## config.mk

```make
export PLATFORM = sky130hd
export DESIGN_NAME = serial_add_ctrl_flat
export DESIGN_NICKNAME = d
export VERILOG_FILES = /design/src/rtl/serial_add_pkg.sv /design/src/rtl/serial_add_ctrl_if.sv /design/src/rtl/serial_fa_cell.sv /design/src/rtl/serial_add_ctrl.sv /design/src/flat_wrapper.sv
export SDC_FILE = /design/constraint.sdc
export NUM_CORES = 1
export LEC_CHECK = 0
export BUFFER_PORTS_ARGS = -buffer_cell sky130_fd_sc_hd__buf_2
export CAP_MARGIN = 30
export CORE_MARGIN = 1
export CORE_UTILIZATION = 45
export CTS_CLUSTER_SIZE = 10
export DETAILED_ROUTE_END_ITERATION = 7
export GPL_TIMING_DRIVEN = 0
export PLACE_DENSITY = 0.67
export REMOVE_ABC_BUFFERS = 1
export SETUP_SLACK_MARGIN = 0.15
export SLEW_MARGIN = 25
export SYNTH_ARGS = -nofsm -noshare
export SYNTH_HDL_FRONTEND = slang
export SYNTH_SLANG_ARGS = --single-unit
```

## constraint.sdc

```tcl
create_clock -name clk -period 1.8 [get_ports clk]
set_clock_uncertainty 0.2 [all_clocks]
set_input_delay 0.09 -clock clk [delete_from_list [all_inputs] [get_ports clk]]
set_output_delay 0.09 -clock clk [all_outputs]
set_load 0.01 [all_outputs]
```

## src/rtl/serial_add_pkg.sv

```systemverilog
// Shared types and defaults for the bit-serial adder sequencer.
package serial_add_pkg;

    typedef enum logic [1:0] {IDLE, SHIFT, DONE} sa_state_t;

    localparam int SA_DEF_WIDTH = 4;

endpackage

```

## src/rtl/serial_add_ctrl_if.sv

```systemverilog
// Operand/result handshake bundle for serial_add_ctrl.
// SERIAL_ADD_SUB_EN adds the `sub` operand-mode bit.
interface serial_add_ctrl_if
    import serial_add_pkg::*;
#(
    parameter int WIDTH = SA_DEF_WIDTH
) ();

    logic             in_valid;
    logic             in_ready;
    logic [WIDTH-1:0] data_a;
    logic [WIDTH-1:0] data_b;
    logic             out_valid;
    logic             out_ready;
    logic [WIDTH-1:0] out;
    logic             cout;
`ifdef SERIAL_ADD_SUB_EN
    logic             sub;
`endif

    modport master (
`ifdef SERIAL_ADD_SUB_EN
        output sub,
`endif
        output in_valid, data_a, data_b, out_ready,
        input  in_ready, out_valid, out, cout
    );

    modport slave (
`ifdef SERIAL_ADD_SUB_EN
        input  sub,
`endif
        input  in_valid, data_a, data_b, out_ready,
        output in_ready, out_valid, out, cout
    );

endinterface

```

## src/rtl/serial_fa_cell.sv

```systemverilog
// One-bit full adder with a registered carry; init preloads the carry
// before a new serial operation, en advances it by one bit.
module serial_fa_cell (
    input  logic clk,
    input  logic reset,
    input  logic init,
    input  logic cin_init,
    input  logic a,
    input  logic b,
    input  logic en,
    output logic s,
    output logic carry
);

    assign s = a ^ b ^ carry;

    // NOTE: sequential state uses non-blocking assignments so every flop samples pre-edge values.
    always_ff @(posedge clk) begin
        if (reset) begin
            carry <= 1'b0;
        end else if (init) begin
            carry <= cin_init;
        end else if (en) begin
            carry <= (a & b) | (a & carry) | (b & carry);
        end
    end

endmodule

```

## src/rtl/serial_add_ctrl.sv

```systemverilog
// Bit-serial adder sequencer: loads an operand pair, adds LSB first over
// WIDTH cycles, then holds sum/carry-out until the consumer accepts.
// Optional subtract mode is enabled by the SERIAL_ADD_SUB_EN macro.
module serial_add_ctrl
    import serial_add_pkg::*;
#(
    parameter int WIDTH = SA_DEF_WIDTH
) (
    input  logic                clk,
    input  logic                reset,
    serial_add_ctrl_if.slave    bus,
    output logic                busy
);

    localparam int CW = (WIDTH > 1) ? $clog2(WIDTH) : 1;
    localparam logic [CW-1:0] LAST = CW'(WIDTH - 1);

    sa_state_t        state;
    sa_state_t        state_next;
    logic             load;
    logic             shift_en;
    logic             result_taken;
    logic [WIDTH-1:0] sr_a;
    logic [WIDTH-1:0] sr_b;
    logic [WIDTH-1:0] res;
    logic [WIDTH-1:0] out_q;
    logic             cout_q;
    logic [CW-1:0]    cnt;
    logic             s;
    logic             carry;
    logic             cin_init;
    logic [WIDTH-1:0] b_load;

`ifdef SERIAL_ADD_SUB_EN
    // Subtraction is a + ~b + 1: invert B on load and preset the carry.
    assign cin_init = bus.sub;
    assign b_load   = bus.sub ? ~bus.data_b : bus.data_b;
`else
    assign cin_init = 1'b0;
    assign b_load   = bus.data_b;
`endif

    always_ff @(posedge clk) begin
        if (reset) begin
            state <= IDLE;
        end else begin
            state <= state_next;
        end
    end

    // NOTE: every output of this block gets a default first, so no path can infer a latch.
    always_comb begin
        state_next    = state;
        bus.in_ready  = 1'b0;
        bus.out_valid = 1'b0;
        load          = 1'b0;
        shift_en      = 1'b0;
        result_taken  = 1'b0;
        case (state)
            IDLE: begin
                bus.in_ready = 1'b1;
                if (bus.in_valid) begin
                    load       = 1'b1;
                    state_next = SHIFT;
                end
            end
            SHIFT: begin
                shift_en = 1'b1;
                if (cnt == LAST) begin
                    state_next = DONE;
                end
            end
            DONE: begin
                bus.out_valid = 1'b1;
                if (bus.out_ready) begin
                    result_taken = 1'b1;
                    state_next   = IDLE;
                end
            end
            default: state_next = IDLE;
        endcase
    end

    // NOTE: datapath registers are reset too, because out/cout must read 0 right after reset.
    always_ff @(posedge clk) begin
        if (reset) begin
            sr_a   <= '0;
            sr_b   <= '0;
            res    <= '0;
            cnt    <= '0;
            out_q  <= '0;
            cout_q <= 1'b0;
        end else begin
            if (load) begin
                sr_a <= bus.data_a;
                sr_b <= b_load;
                res  <= '0;
                cnt  <= '0;
            end else if (shift_en) begin
                sr_a <= sr_a >> 1;
                sr_b <= sr_b >> 1;
                res  <= {s, res[WIDTH-1:1]};
                cnt  <= cnt + CW'(1);
            end
            // Snapshot so the result survives the next load clearing res/carry.
            if (result_taken) begin
                out_q  <= res;
                cout_q <= carry;
            end
        end
    end

    serial_fa_cell u_fa (
        .clk      (clk),
        .reset    (reset),
        .init     (load),
        .cin_init (cin_init),
        .a        (sr_a[0]),
        .b        (sr_b[0]),
        .en       (shift_en),
        .s        (s),
        .carry    (carry)
    );

    assign bus.out  = (state == DONE) ? res   : out_q;
    assign bus.cout = (state == DONE) ? carry : cout_q;
    assign busy     = (state != IDLE);

endmodule

```

## src/flat_wrapper.sv

```systemverilog
// flat-port wrapper written by rule: the top's interface ports become plain ports
module serial_add_ctrl_flat import serial_add_pkg::*;
#(
    parameter int WIDTH = SA_DEF_WIDTH
)
  (clk, reset, busy, bus_in_valid, bus_data_a, bus_data_b, bus_out_ready, bus_in_ready, bus_out_valid, bus_out, bus_cout);
  serial_add_ctrl_if #(.WIDTH(WIDTH)) bus_i ();
  input  logic clk;
  input  logic reset;
  output logic busy;
  input wire logic [$bits(bus_i.in_valid)-1:0] bus_in_valid;
  input wire logic [$bits(bus_i.data_a)-1:0] bus_data_a;
  input wire logic [$bits(bus_i.data_b)-1:0] bus_data_b;
  input wire logic [$bits(bus_i.out_ready)-1:0] bus_out_ready;
  output wire logic [$bits(bus_i.in_ready)-1:0] bus_in_ready;
  output wire logic [$bits(bus_i.out_valid)-1:0] bus_out_valid;
  output wire logic [$bits(bus_i.out)-1:0] bus_out;
  output wire logic [$bits(bus_i.cout)-1:0] bus_cout;
  assign bus_i.in_valid = bus_in_valid;
  assign bus_i.data_a = bus_data_a;
  assign bus_i.data_b = bus_data_b;
  assign bus_i.out_ready = bus_out_ready;
  assign bus_in_ready = bus_i.in_ready;
  assign bus_out_valid = bus_i.out_valid;
  assign bus_out = bus_i.out;
  assign bus_cout = bus_i.cout;
  serial_add_ctrl #(.WIDTH(WIDTH)) u_core (.clk(clk), .reset(reset), .bus(bus_i), .busy(busy));
endmodule
```

Word level (Yosys, flattened, before mapping) --
Cells that the tools add are included.
Operators by class: $add $sub $neg 1, equal/unequal tests 6, muxes and demuxes 17, bitwise operators 7, reductions and logical operators 5
Operator list (count):
- two-way mux 4 bit | 5
- two-way mux 1 bit | 8
- two-way mux 2 bit | 3
- case mux 2 bit (3 select lines) | 1
- == test 2 bit (second input constant) | 2
- != test 2 bit (second input constant) | 2
- nonzero test 2 bit | 2
- bitwise AND 1 bit | 3
- AND reduction 3 bit | 1
- adder 2 x 1 -> 2 bit (second input constant) | 1
- == test 2 x 1 -> 1 bit (second input constant) | 1
- logical NOT 2 bit | 1
- != test 2 x 1 -> 1 bit (second input constant) | 1
- OR 1 bit | 2
- OR reduction 2 bit | 1
- bitwise XOR 1 bit | 2
Storage, ports and cells: register bits 22, word-level logic and storage cells 44

Logic depth before layout (Yosys ltp) --
Gate-level depths: netlist (run 1).
depth in word-level cells 4, gate-level depth with buffers 5, gate-level depth less buffers 4

Modules after synthesis --
From an unflattened synthesis (run 1), not the netlist that was laid out.
Second synthesis, totals: cell total of the unflattened synthesis 118, area total of the unflattened synthesis 996.0 µm²
By module, submodules not included:
- serial_add_ctrl | times used 1, cells an instance 112, area each 923.4 µm², seq. area each 420.4 µm²
- serial_fa_cell | times used 1, cells an instance 6, area each 72.6 µm², seq. area each 20.0 µm²

Least setup slack after synthesis (run 1) --
OpenSTA, ideal clock, no wires.
path type register -> register, start reg u_core.state[0], end reg u_core.sr_a[3], arrival 1.064 ns, slack 0.402 ns, cell stages (with the launch flop) 6, clock period less this slack 1.398 ns, cells stage by stage dfxtp_1 -> buf_6 -> or3b_1 -> buf_6 -> nand3_1 -> a21oi_1
On the way: longest elaborated chain between the ends 3, elaborated cells on any way between the ends 6
RTL lines:
- start, declared | RTL line serial_add_ctrl.sv:18 | sa_state_t state;
- start signal, assigned | RTL line serial_add_ctrl.sv:47 | state <= state_next;
- == test 2 x 1 -> 1 bit / logical NOT 2 bit (equally long branches) | RTL line serial_add_ctrl.sv:59 | case (state)
- two-way mux 1 bit | RTL line serial_add_ctrl.sv:59
- nonzero test 2 bit (no source line) / two-way mux 4 bit (equally long branches)
- end signal, assigned | RTL line serial_add_ctrl.sv:95 | sr_a <= bus.data_a;
- end signal, assigned | RTL line serial_add_ctrl.sv:100 | sr_a <= sr_a >> 1;
- end, declared | RTL line serial_add_ctrl.sv:23 | logic [WIDTH-1:0] sr_a;
Several ways; a longest one is shown, not always the timed one. A chain may end at the register's enable or synchronous reset.

Worst setup path after layout (run 1) --
start reg u_core.state[0], end out bus_out[0]
On the way: longest elaborated chain between the ends 2
RTL lines:
- == test 2 bit | RTL line serial_add_ctrl.sv:125 | assign bus.out = (state == DONE) ? res : out_q;
- two-way mux 4 bit | RTL line serial_add_ctrl.sv:125
- end, declared | RTL line flat_wrapper.sv:17 | output wire logic [$bits(bus_i.out)-1:0] bus_out;
Every way passes these cells.

==> results of run 1 <==
## tightest hold or removal path: cells and delay by family
family          cells  cell delay (ns)
simple gates        1             0.03
buf+inv             1             0.08
compound gates      2             0.33
## placed cells by master (no fill, tap or decap), types with 2 or more instances in the layout
cell / netlist / final
dfxtp_1: 22 / 20
buf_2: 1 / 19
nand2_1: 18 / 18
a21oi_1: 16 / 16
nor2_1: 14 / 14
dlygate4sd3_1: 0 / 9
mux2i_1: 6 / 6
inv_1: 5 / 5
mux2_2: 5 / 5
buf_4: 3 / 4
nand2b_4: 2 / 3
clkbuf_4: 0 / 3
nor2_2: 2 / 2
a211oi_2: 2 / 2
a211oi_1: 2 / 2
o221a_2: 2 / 2
nand3_1: 2 / 2
dfxtp_4: 0 / 2
## area by class of cell
cell class / count / share of cell area
clock buffers: 3 / 0.0168
clock inverters: 1 / 0.0224
inverters: 5 / 0.0140
well taps: 28 / 0.0261
repair buffers: 33 / 0.175
multi-input cells: 81 / 0.412
flip-flops and latches: 22 / 0.334
## metrics by stage
step | total power [mW] | setup WS (ns) | instance area (µm²) | instances | hold WS [ns]
3_3_place_gp | 0.638 | 0.0898 | 1130 | 155 | 0.131
4_1_cts | 1.04 | 0.171 | 1330 | 172 | 0.0268
5_1_grt | 1.09 | 0.137 | 1340 | 173 | 0.0671
3_5_place_dp | 0.643 | 0.0574 | 1130 | 155 | 0.140
2_1_floorplan | 0.603 | 0.316 | 1000 | 108 | -0.0454
6_report | 1.03 | 0.190 | 1340 | 173 | 0.0395
## registers in the layout, indices dropped and copies added (netlist names)
register / count
u_core.u_fa.carry: 1
u_core.cout_q: 1
u_core.sr_b: 4
u_core.res: 4
u_core.out_q: 4
u_core.sr_a: 4
u_core.state: 2
u_core.cnt: 2
## kinds of logic (layout without fill, tap and decap cells)
logic type,after synthesis,after routing,share of synthesized area
adders and majority gates,2,2,0.0307
DFF,22,22,0.416
buffers and inverters,13,42,0.0720
AOI/OAI and AO/OA,23,23,0.143
and+or+nand+nor,44,44,0.221
xor gates and xnor gates,1,1,0.00827
muxes,11,11,0.110
## repair_timing
action	4_1_cts	5_1_grt
pin swaps	0	1
hold buffers	9	0
resized for setup	6	1
setup endpoints to repair	6	14
buffers inserted	4	1
hold endpoints to repair	13	0
## power groups by stage
stage               logic [mW]  registers, mW  clock network [mW]
floorplan               0.0707          0.532                   0
global placement         0.103          0.535                   0
detailed placement       0.106          0.537                   0
CTS                      0.130          0.519               0.386
global route             0.147          0.522               0.420
finish                   0.131          0.519               0.380
## layer usage
metal	track usage	up-vias	wire, µm
met3	0.0303	4	64
met1	0.242	410	958
met4	0.0833	0	37
met2	0.340	18	1080
met5	0	-	0
li1	-	445	-
## worst min-delay path by stage
stage | from | endpoint | slack (ns) | depth (start not counted)
after floorplan | reset | u_core.sr_a[2] | -0.05 | 1
after global placement | bus_data_a[3] | u_core.sr_a[3] | 0.13 | 3
after detailed placement | bus_data_a[3] | u_core.sr_a[3] | 0.14 | 3
after CTS | bus_data_b[0] | u_core.sr_b[0] | 0.03 | 4
after global routing | bus_data_b[0] | u_core.sr_b[0] | 0.07 | 4
final | bus_data_b[0] | u_core.sr_b[0] | 0.04 | 4
==> results.cfg, run 1 <==
[power_and_ir_drop]
p_leak_nw = 0.612
switchingPower_mw = 0.236
peakVddDrop_v = 0.000523
pwr-share-comb = 0.127
power_frac_seq = 0.504
pwr-share-clk = 0.369
p_sw_frac = 0.229
internal_power_mw = 0.795
p_per_area_nw_per_um2 = 768

[logic_synthesis]
synth_top_area_share = 0.416
synthesis.area_um2 = 1060
synth_cell_types = 27
async_reset_ff_frac = 0
synth_commonest_cells = dfxtp_1, nand2_1, a21oi_1
yosysTopAreaCell = dfxtp_1
avgSynthCellArea_um2 = 9.14
ys_seq_area_frac = 0.416
synth_edf_count = 0
yosysWarnings = 0
ys.flop_type = dfxtp_1
netlist_top_cells_area = dfxtp_1, a21oi_1, nand2_1
ys_seq_elements = 22
synth_cells = 116
synth_most_common_cell = dfxtp_1

[sta]
slew_violations = 0
relSlewSlack = 0.785
timing.final.crit_share = 0.894
fmax_mhz = 621
hold_viol = 0
rsz0062_at_grt = true
finalSetupTns_ns = 0
max_slew.worst_pin.slew_ns = 0.322
setup_viol = 0
layout_min_cycle_time_ns = 1.61

[grt]
grt.overflow.total = 0
track_usage = 0.197
antenna_found_initial = 0
grt_max_degree = 17
grt_pass1_vias = 835
grt_pass1_wl_mm = 3.71

[clocking]
clockBufferDepth = 2
clockRootBuffer = clkbuf_4
cts_tree = built
numCtsBuffers = 3
clkLatencyLatePin_ns = 0.31
cts.sinks = 22
htree_levels = 1
clk_pin_slew_ns = 0.12

[critical_path]
r2r_end = u_core.sr_a[2]
cp_max_fo = 7
path_delay_family = flip-flops
crit_path_cell_trace = nand2b_4 > mux2_2 > buf_2
cp-end-kind = output pin
cp_slowest_cell = dfxtp_4
critical_path_depth = 3
crit_type = reg2out
cp.required_ns = 1.51
rr_startpoint = u_core.state[1]
reg2reg_setup_slack_ns = 0.27
startpoint_type = register
critPathArrivalTime_ns = 1.32
crit_path_start = u_core.state[0]
path_buf_inv = 1
max_stage_delay_ns = 0.37
crit_path_end = bus_out[0]
r2r_cells = 5

[detailed_routing]
finalWirelength_mm = 2.14
drcViolationCount = 0
vias = 877
first_pass_iters = 4
drt_iter0_drc = 10
final_antenna_net_count = 0
via_per_inst = 5.07
wire_per_inst_um = 12.3

[place]
port_buffers = 19
dp_hpwl_mm = 1.38
place_congestion = 0.732

[final_layout]
syn_to_final_growth_pct = 26.7
final.fill_count = 205
antenna_cells = 0
drive_gt1_frac = 0.331
fin_nets = 160
fin_util = 0.607
multi_input_comb_area_um2 = 553
seqCellArea_um2 = 448

[floorplanning]
die_area_um2 = 2550
die_y_um = 50.5
initial_core_util = 0.479
coreArea_um2 = 2210
ios = 20
rows = 17
die_w_um = 50.5

[outcome]
outcome = finished, final reports clean

[worst_hold_path]
hold_path.class = in2reg

[job]
maxCapViolCount = 0
(Power assumes the default switching activity.)
==> run 2: changes to the inputs <==
Settings changed: CELL_PAD_IN_SITES_DETAIL_PLACEMENT from default to 1, CELL_PAD_IN_SITES_GLOBAL_PLACEMENT from default to 1, CORE_UTILIZATION 45 to 40, PLACE_DENSITY 0.67 to default, PLACE_DENSITY_LB_ADDON from default to 0.1.
==> results.cfg, run 2 (synthesized netlist as in run 1, its figures left out) <==
[outcome]
outcome = finished, final reports clean

[grt]
grt.overflow.total = 0
grt_max_degree = 17
grt_pass1_wl_mm = 3.84
grt_pass1_vias = 837
track_usage = 0.195
antenna_found_initial = 0

[critical_path]
startpoint_type = register
critPathArrivalTime_ns = 1.32
cp-end-kind = output pin
cp.required_ns = 1.51
cp_max_fo = 7
crit_path_start = u_core.state[0]
crit_type = reg2out
rr_startpoint = u_core.state[0]

[detailed_routing]
drcViolationCount = 0
finalWirelength_mm = 2.45
drt_iter0_drc = 9
vias = 885
first_pass_iters = 3
final_antenna_net_count = 0
wire_per_inst_um = 14.1
via_per_inst = 5.09

[clocking]
numCtsBuffers = 3
clkLatencyLatePin_ns = 0.31
clk_pin_slew_ns = 0.12
clockRootBuffer = clkbuf_4
cts.sinks = 22
clockBufferDepth = 2
htree_levels = 1
cts_tree = built

[sta]
rsz0062_at_grt = true
layout_min_cycle_time_ns = 1.61
timing.final.crit_share = 0.896
relSlewSlack = 0.759
fmax_mhz = 620
finalSetupTns_ns = 0
slew_violations = 0
hold_viol = 0
setup_viol = 0
max_slew.worst_pin.slew_ns = 0.362

[final_layout]
fin_nets = 159
final_cells = 174
final_common_cell = dfxtp_1
fin_util = 0.530
drive_gt1_frac = 0.326
final_area_um2 = 1330
mostFrequentLayoutCells = dfxtp_1, buf_2, nand2_1
syn_to_final_growth_pct = 25.0
antenna_cells = 0
final.fill_count = 314

[place]
place_congestion = 0.661
port_buffers = 19
dp_hpwl_mm = 1.55
dp.cells = 157
place_area_um2 = 1130

[worst_hold_path]
hold_path.class = in2reg
hp-start = bus_data_a[0]

[floorplanning]
ios = 20
die_y_um = 53.5
die_w_um = 53.5
rows = 18
coreArea_um2 = 2500
initial_core_util = 0.424
die_area_um2 = 2860

[power_and_ir_drop]
peakVddDrop_v = 0.000452
p_leak_nw = 0.604
p_per_area_nw_per_um2 = 707

[job]
maxCapViolCount = 0
## run 2: cell types whose count changed in the layout (fill, tap and decap cells not counted), sizes merged
cell	previous run	this run
bufinv	1	0
clkbuf	3	4
buf	24	23
## run 2: final cells by class
cell class	instances	area, µm²	share of cell area
clock buffer	4	36.3	0.0274
inverter	5	18.8	0.0142
multi-input combinational	81	557	0.420
sequential	22	448	0.338
tap	30	37.5	0.0283
timing repair buffer	32	228	0.172
## run 2: through the flow
stage,setup slack (ns),power (mW),hold slack [ns]
CTS,0.173,0.943,0.0215
finish,0.188,0.936,0.0300
detailed placement,0.0194,0.648,0.143
floorplan,0.316,0.603,-0.0454
global route,0.136,0.977,0.0549
global placement,0.0256,0.642,0.131
## run 2: final timing paths
| path | slack (ns) | endpoint | cells after the start |
|---|---|---|---|
| setup / recovery | 0.19 | bus_out[2] | 3 |
| setup reg to reg | 0.30 | u_core.sr_b[2] | 4 |
| hold / removal | 0.03 | u_core.sr_a[0] | 4 |
| hold reg to reg | 0.27 | u_core.cnt[1] | 2 |
## run 2: worst max-delay path, stage by stage (launching register included)
cell and delay [ns]:
dfxtp_4 0.36, nand2b_4 0.18, mux2_2 0.34, buf_2 0.13
## run 2: power by group
part	switching (mW)	leakage (nW)	internal, mW
Clock	0.159	0.0210	0.123
Combinational	0.0692	0.403	0.0660
Sequential	0.0143	0.181	0.505
Total	0.242	0.604	0.694
## run 2: per-layer routing
layer / global-route usage / wire length, µm / vias up
met5: 0 / 0 / -
met3: 0.0259 / 44 / 2
met2: 0.340 / 1240 / 12
met4: 0.0789 / 20 / 0
met1: 0.236 / 1150 / 429
li1: - / - / 442
## run 2: what timing repair did
item,in CTS,in global routing
pin swaps,0,0
hold buffers,9,0
endpoints found under the setup margin,9,17
setup buffers,4,0
hold endpoints to repair,13,0
gates resized for setup,6,2
gates cloned,0,0
==> run 3: changes to the inputs <==
Settings changed: CORE_MARGIN 1 to 2, CTS_BUF_LIST from default to sky130_fd_sc_hd__clkbuf_16, TNS_END_PERCENT from default to 30.
==> results.cfg, run 3 (synthesized netlist as in run 1, its figures left out) <==
[detailed_routing]
finalWirelength_mm = 2.38
first_pass_iters = 4
drt_iter0_drc = 8
final_antenna_net_count = 0
drcViolationCount = 0
via_per_inst = 4.99
vias = 843
wire_per_inst_um = 14.1

[place]
dp.cells = 157
port_buffers = 19
place_congestion = 0.680
dp_hpwl_mm = 1.51

[clocking]
clockBufferDepth = 2
cts_tree = built
clockRootBuffer = clkbuf_16
cts.sinks = 22
clkLatencyLatePin_ns = 0.26
htree_levels = 1
clk_pin_slew_ns = 0.06
numCtsBuffers = 3

[grt]
grt_pass1_wl_mm = 4.06
track_usage = 0.170
grt_max_degree = 17
grt_pass1_vias = 845
grt.overflow.total = 0
antenna_found_initial = 0

[power_and_ir_drop]
p_total_mw = 1.28
peakVddDrop_v = 0.000543
p_leak_nw = 0.607
p_per_area_nw_per_um2 = 949

[final_layout]
mostFrequentLayoutCells = dfxtp_1, buf_2, nand2_1
fin_util = 0.538
antenna_cells = 0
final_common_cell = dfxtp_1
drive_gt1_frac = 0.309
fin_nets = 154
final_cells = 169
syn_to_final_growth_pct = 26.9

[critical_path]
startpoint_type = register
max_stage_delay_ns = 0.54
cp_max_fo = 9
cp_slowest_cell = or3b_1
cp.required_ns = 1.73
r2r_end = u_core.sr_a[2]
critPathArrivalTime_ns = 1.52
cp-end-kind = register
reg2reg_setup_slack_ns = 0.21
crit_path_cell_trace = buf_12 > or3b_1 > nor2_2 > a211oi_2
crit_path_start = u_core.state[0]
r2r_cells = 4
crit_path_end = u_core.sr_a[2]
crit_type = reg2reg
rr_startpoint = u_core.state[0]

[sta]
setup_viol = 0
timing.final.crit_share = 0.882
finalSetupTns_ns = 0
rsz0062_at_grt = false
hold_viol = 0
layout_min_cycle_time_ns = 1.59
max_slew.worst_pin.slew_ns = 0.345
relSlewSlack = 0.770
fmax_mhz = 630
slew_violations = 0

[floorplanning]
rows = 18
initial_core_util = 0.424
ios = 20
die_y_um = 55.5
die_w_um = 55.5
die_area_um2 = 3080
coreArea_um2 = 2500

[job]
maxCapViolCount = 0

[worst_hold_path]
hold_path.class = in2reg

[outcome]
outcome = finished, final reports clean
run 3: power breakdown:
group / switching (mW) / internal (mW)
Combinational: 0.0685 / 0.0655
Clock: 0.181 / 0.442
Sequential: 0.0152 / 0.505
run 3: final cells by class:
| class | instances | area [µm²] |
|---|---|---|
| fill | 304 | 1150 |
| timing repair buffer | 27 | 185 |
| clock inverter | 1 | 30.0 |
| inverter | 5 | 18.8 |
| sequential | 22 | 448 |
| tap | 30 | 37.5 |
| multi-input combinational | 81 | 551 |
| clock buffer | 3 | 75.1 |
run 3: timing repair:
item,4_1_cts,5_1_grt
hold buffers,7,0
gates resized for setup,6,0
hold endpoints to repair,7,0
setup endpoints to repair,9,0
setup buffers,1,0
run 3: per-layer routing:
layer  share of wire  vias up  global-route usage
li1                -      433                   -
met1            0.46      397               0.233
met2            0.51       11               0.260
met3           0.024        2              0.0375
met4          0.0071        0              0.0627
met5               0        -                   0
run 3: critical path: cells and delay by family (launching register included):
| kind | cells | cell delay, ns |
|---|---|---|
| AND/OR/NAND/NOR | 2 | 0.72 |
| flip-flops | 1 | 0.35 |
| buffers and inverters | 1 | 0.14 |
| AO/OA/AOI/OAI | 1 | 0.06 |
run 3: how the worst min path moves through the flow:
stage,startpoint,end,slack [ns],cells past startpoint
floorplan,reset,u_core.sr_a[2],-0.05,1
global placement,bus_data_a[3],u_core.sr_a[3],0.13,3
detailed placement,bus_data_a[3],u_core.sr_a[3],0.14,3
CTS,reset,u_core.out_q[1],0.008,2
global route,reset,u_core.out_q[1],0.01,2
finish,reset,u_core.out_q[1],0.004,2
run 3: stage by stage:
| step | hold slack [ns] | cell area [µm²] | setup slack [ns] |
|---|---|---|---|
| 2_1_floorplan | -0.0454 | 1000 | 0.316 |
| 3_3_place_gp | 0.131 | 1130 | 0.0221 |
| 3_5_place_dp | 0.139 | 1130 | -0.000422 |
| 4_1_cts | 0.00758 | 1350 | 0.205 |
| 5_1_grt | 0.0127 | 1350 | 0.162 |
| 6_report | 0.00353 | 1350 | 0.213 |
